==> src/rtl/axis_packet_arbiter.sv <==
// Packet-granular round-robin arbiter sharing one AXI-Stream master port between N_SRC sources.
// The grant is taken in IDLE and held until the granted source's tlast beat transfers.
module axis_packet_arbiter #(
    parameter int unsigned N_SRC  = 4,
    parameter int unsigned DATA_W = 32,
    parameter int unsigned ID_W   = 2
) (
    input  logic                        clk,
    input  logic                        arst,
    input  logic [N_SRC-1:0]            s_tvalid,
    output logic [N_SRC-1:0]            s_tready,
    input  logic [N_SRC*DATA_W-1:0]     s_tdata,
    input  logic [N_SRC*DATA_W/8-1:0]   s_tkeep,
    input  logic [N_SRC-1:0]            s_tlast,
    output logic                        m_tvalid,
    input  logic                        m_tready,
    output logic [DATA_W-1:0]           m_tdata,
    output logic [DATA_W/8-1:0]         m_tkeep,
    output logic                        m_tlast,
    output logic [ID_W-1:0]             m_tid,
    output logic                        grant_active,
    output logic [ID_W-1:0]             grant_idx
);

    localparam int unsigned KEEP_W = DATA_W / 8;
    localparam int unsigned SUM_W  = ID_W + 1;

    typedef enum logic {
        ST_IDLE = 1'b0,
        ST_BUSY = 1'b1
    } state_t;

    state_t          r_state;
    state_t          w_state_nxt;
    logic [ID_W-1:0] r_grant;
    logic [ID_W-1:0] w_grant_nxt;
    logic [ID_W-1:0] r_rr_ptr;
    logic [ID_W-1:0] w_rr_ptr_nxt;
    logic            w_pick_found;
    logic [ID_W-1:0] w_pick_idx;
    logic [ID_W-1:0] w_grant_inc;

    // First valid source scanning upward from the round-robin pointer, wrapping at N_SRC.
    always_comb begin
        logic [SUM_W-1:0] w_sum;
        w_sum        = '0;
        w_pick_found = 1'b0;
        w_pick_idx   = '0;
        for (int k = 0; k < N_SRC; k++) begin
            w_sum = SUM_W'(r_rr_ptr) + SUM_W'(k);
            if (w_sum >= SUM_W'(N_SRC)) begin
                w_sum = w_sum - SUM_W'(N_SRC);
            end
            if (!w_pick_found && s_tvalid[ID_W'(w_sum)]) begin
                w_pick_found = 1'b1;
                w_pick_idx   = ID_W'(w_sum);
            end
        end
    end

    assign w_grant_inc = (r_grant == ID_W'(N_SRC - 1)) ? '0 : r_grant + ID_W'(1);

    // Zero-latency passthrough of the granted source while BUSY; everything quiet in IDLE.
    always_comb begin
        m_tvalid = 1'b0;
        m_tdata  = '0;
        m_tkeep  = '0;
        m_tlast  = 1'b0;
        s_tready = '0;
        for (int i = 0; i < N_SRC; i++) begin
            if (r_state == ST_BUSY && r_grant == ID_W'(i)) begin
                m_tvalid    = s_tvalid[i];
                m_tdata     = s_tdata[i*DATA_W +: DATA_W];
                m_tkeep     = s_tkeep[i*KEEP_W +: KEEP_W];
                m_tlast     = s_tlast[i];
                s_tready[i] = m_tready;
            end
        end
    end

    always_comb begin
        w_state_nxt  = r_state;
        w_grant_nxt  = r_grant;
        w_rr_ptr_nxt = r_rr_ptr;
        case (r_state)
            ST_IDLE: begin
                if (w_pick_found) begin
                    w_state_nxt = ST_BUSY;
                    w_grant_nxt = w_pick_idx;
                end
            end
            ST_BUSY: begin
                if (m_tvalid && m_tready && m_tlast) begin
                    w_state_nxt  = ST_IDLE;
                    w_rr_ptr_nxt = w_grant_inc;
                end
            end
            default: w_state_nxt = ST_IDLE;
        endcase
    end

    always_ff @(posedge clk or posedge arst) begin
        if (arst) begin
            r_state  <= ST_IDLE;
            r_grant  <= '0;
            r_rr_ptr <= '0;
        end else begin
            r_state  <= w_state_nxt;
            r_grant  <= w_grant_nxt;
            r_rr_ptr <= w_rr_ptr_nxt;
        end
    end

    assign m_tid        = r_grant;
    assign grant_idx    = r_grant;
    assign grant_active = (r_state == ST_BUSY);

endmodule

==> config.mk <==
export PLATFORM = sky130hd
export DESIGN_NAME = axis_packet_arbiter
export DESIGN_NICKNAME = d
export VERILOG_FILES = /design/src/rtl/axis_packet_arbiter.sv
export SDC_FILE = /design/constraint.sdc
export NUM_CORES = 1
export LEC_CHECK = 0
export ABC_AREA = 1
export BUFFER_PORTS_ARGS = -buffer_cell sky130_fd_sc_hd__buf_2
export CAP_MARGIN = 5
export CORE_MARGIN = 4
export CORE_UTILIZATION = 32
export CTS_BUF_LIST = sky130_fd_sc_hd__clkbuf_4 sky130_fd_sc_hd__clkbuf_8
export DETAILED_ROUTE_END_ITERATION = 6
export PLACE_DENSITY = 0.86
export SLEW_MARGIN = 30
export SYNTH_ARGS = -nofsm -noshare
export SYNTH_HDL_FRONTEND = slang
export SYNTH_SLANG_ARGS = --single-unit
==> constraint.sdc <==
create_clock -name clk -period 1.4 [get_ports clk]
set_clock_uncertainty 0.1 [all_clocks]
set_input_delay 0.07 -clock clk [delete_from_list [all_inputs] [get_ports clk]]
set_output_delay 0.07 -clock clk [all_outputs]
set_load 0.01 [all_outputs]
==> run_results.csv <==
group,metric,value,unit
status,outcome,"finished with violations",
status,violations,"setup timing",
placed_design,io_buffers,201,
finish,nets,744,
yosys,yosys_warnings,0,
pwr,p_leak,2.126,nW
worst_setup_path,cp-end-kind,"output pin",
detailed_routing,ant_nets,0,
min_path,min_from,"m_tready",
timing,setup_ws,-0.6298,ns
detailed_routing,drt_iter0_drc,144,
die,start_util,0.3283,
die,row_count,27,
timing,slew-limit-headroom,0.8237,
finish,syn_to_final_growth,116.4,%
finish,postLayoutCoreUtil,0.7106,
die,die_x,82.93,um
worst_setup_path,r2r-start,"grant_idx[0]",
detailed_routing,vias,3429,
clock_network,clock_latency,0.22,ns
grt,grt_max_degree,42,
timing,whs,0.08112,ns
grt,antenna_found_initial,0,
pwr,total_power,9.271,mW
timing,tns,-23.22,ns
detailed_routing,wire_per_inst,15.66,um
die,fp.dieArea,6877,um2
clock_network,cts_tree,"yes",
detailed_routing,drt-vias-per-instance,5.227,
placed_design,dp_slack,-0.3525,ns
worst_setup_path,arrival,1.86,ns
grt,grt-ovfl-total,0,
detailed_routing,drcViolationCount,0,
yosys,netlist_area,1797,um2
timing,setup_violations,47,
yosys,avgSynthCellArea,4.977,um2
detailed_routing,dr.pass1.iters,5,
min_path,hold_depth,3,
worst_setup_path,worstPathCellList,"inv_2, ha_4, nand2_4, nor2_4, buf_12, clkbuf_16, nand2_1, nand3_1, o21ai_1, o21ai_2, buf_2",
pwr,vdd_drop_max,1.543,mV
placed_design,dpl_cell_area,3158,um2
yosys,netlist_instances,361,
job,max-cap-violations,0,
clock_network,cts_root_buf,"clkbuf_8",
worst_setup_path,max_stage_delay,0.44,ns
die,core,5473,um2
worst_setup_path,critPathRequiredTime,1.23,ns
placed_design,hpwl,6873,um
die,die_h,82.93,um
min_path,hold_end,"r_rr_ptr[0]",
yosys,synth.distinct_cells,23,
finish,drive_gt1_frac,0.6558,
die,pin_count,202,
clock_network,clock_path_buffers,2,
yosys,ys_seq_area_frac,0.06964,
timing,period_needed,2.030,ns
worst_setup_path,crit_type,"reg2out",
worst_setup_path,r2r_setup_slack,-0.43,ns
clock_network,clock_sinks,5,
timing,max_freq,492.7,MHz
grt,grt_pass1_vias,3011,
clock_network,clk_pin_slew_worst_paths,0.04,ns
timing,grt_setup_unrepaired,"true",
clock_network,cts_buffers,3,
finish,stdcell_count,656,
timing,period_share,1.450,
placed_design,gp_congestion,0.9269,
worst_setup_path,reg2reg_to,"grant_active",
yosys,synth_nets,520,
grt,grt_pass1_wl,13660,um
pwr,power-per-cell-area,2384,nW/um2
worst_setup_path,crit_path_max_fanout,7,
worst_setup_path,cpMaxStageDelayCell,"dfrtp_2",
timing,worst_pin_slew,0.2644,ns
finish,finish.instance_area,3889,um2
timing,slew_viol_final,0,
min_path,min_path_type,"in2reg",
worst_setup_path,start_kind,"flip-flop",
detailed_routing,routed_wl,10270,um
yosys,synth_seq_cells,5,
timing,hold_violations,0,
grt,grt_usage,0.2287,
finish,n_antenna_cell,0,
clock_network,h-tree-depth,1,
worst_setup_path,r2r_cells,11,
placed_design,placed_cells,630,
-- where the power goes --
group | internal (mW) | switching, mW
Clock | 0.215 | 0.0679
Combinational | 3.99 | 4.63
Sequential | 0.218 | 0.145
Total | 4.43 | 4.85
-- cell usage after synthesis --
cell type,number,share of area
nand2_1,160,0.33
o21ai_2,1,0.0049
buf_2,6,0.017
clkbuf_1,9,0.019
a21oi_1,1,0.0028
inv_1,17,0.036
nand4_1,1,0.0035
dfrtp_1,5,0.070
nor2_4,2,0.013
nand3_2,3,0.017
or2_2,1,0.0035
nor2_1,6,0.013
nand3_1,45,0.13
ha_1,4,0.028
o21ai_1,70,0.19
buf_6,6,0.038
inv_2,3,0.0063
a31oi_1,1,0.0035
nand2_2,5,0.017
clkbuf_2,1,0.0028
o21ai_0,8,0.022
nand3_4,1,0.0098
buf_4,5,0.021
-- flip-flops by register name, summed over array words and instances, names as in the netlist --
register and cells:
r_rr_ptr 2, grant_active 1, grant_idx 2
-- layer usage --
| layer | GRT usage | part of all wire | up-vias |
|---|---|---|---|
| li1 | - | - | 1642 |
| met5 | 0 | 0 | - |
| met1 | 0.2439 | 0.37 | 1573 |
| met4 | 0.06686 | 0.030 | 0 |
| met2 | 0.4541 | 0.55 | 181 |
| met3 | 0.03472 | 0.057 | 33 |
-- logic make-up after synthesis --
family / Yosys count / share of synthesized area
flip-flops: 5 / 0.06964
buffers and inverters: 47 / 0.1386
AND/OR/NAND/NOR: 224 / 0.5355
AO/OA/AOI/OAI: 81 / 0.2284
adder cells (fa/ha/maj): 4 / 0.02786
-- worst max-delay path: cells and delay by family, from the launching register on --
| family | cells | cell delay (ns) |
|---|---|---|
| AOI/OAI and AO/OA | 2 | 0.20 |
| buffers and inverters | 4 | 0.52 |
| DFF | 1 | 0.44 |
| and+or+nand+nor | 4 | 0.34 |
| adders and majority gates | 1 | 0.15 |
-- what timing repair did --
action	CTS	global route
gates cloned	0	8
resized for setup	26	83
setup endpoints to repair	47	47
endpoints found under the hold margin	5	0
setup buffers	5	9
hold buffers	1	0
pin swaps	13	22
-- cell type report --
cell class                      count  area (um2)
Timing Repair Buffer              246        1607
Fill cell                         419        1584
Clock buffer                        4       48.80
Multi-Input combinational cell    309        1919
Inverter                           20       92.59
Sequential cell                     5       131.4
Tap cell                           72       90.09
-- worst max-delay path by stage --
stage                       from            to  slack [ns]
detailed placement  grant_idx[0]   m_tdata[31]       -0.35
floorplan           grant_idx[0]  grant_active       -0.25
global route        grant_idx[0]    m_tdata[4]       -0.69
finish              grant_idx[0]   m_tdata[23]       -0.63
global placement    grant_idx[1]    m_tkeep[3]       -0.27
CTS                 grant_idx[0]   m_tdata[31]       -0.55
-- cell usage in the layout (no fill, tap or decap), types with 5 or more instances in the layout --
master	n
buf_2	198
nand2_1	133
buf_12	9
dfrtp_2	5
nand3_1	27
inv_1	11
o21ai_2	55
o21ai_1	22
buf_4	20
buf_6	12
nand3_2	20
nand2_2	22
clkbuf_16	5
nand2_4	9
No activity file was read; power rests on OpenSTA's default activity.
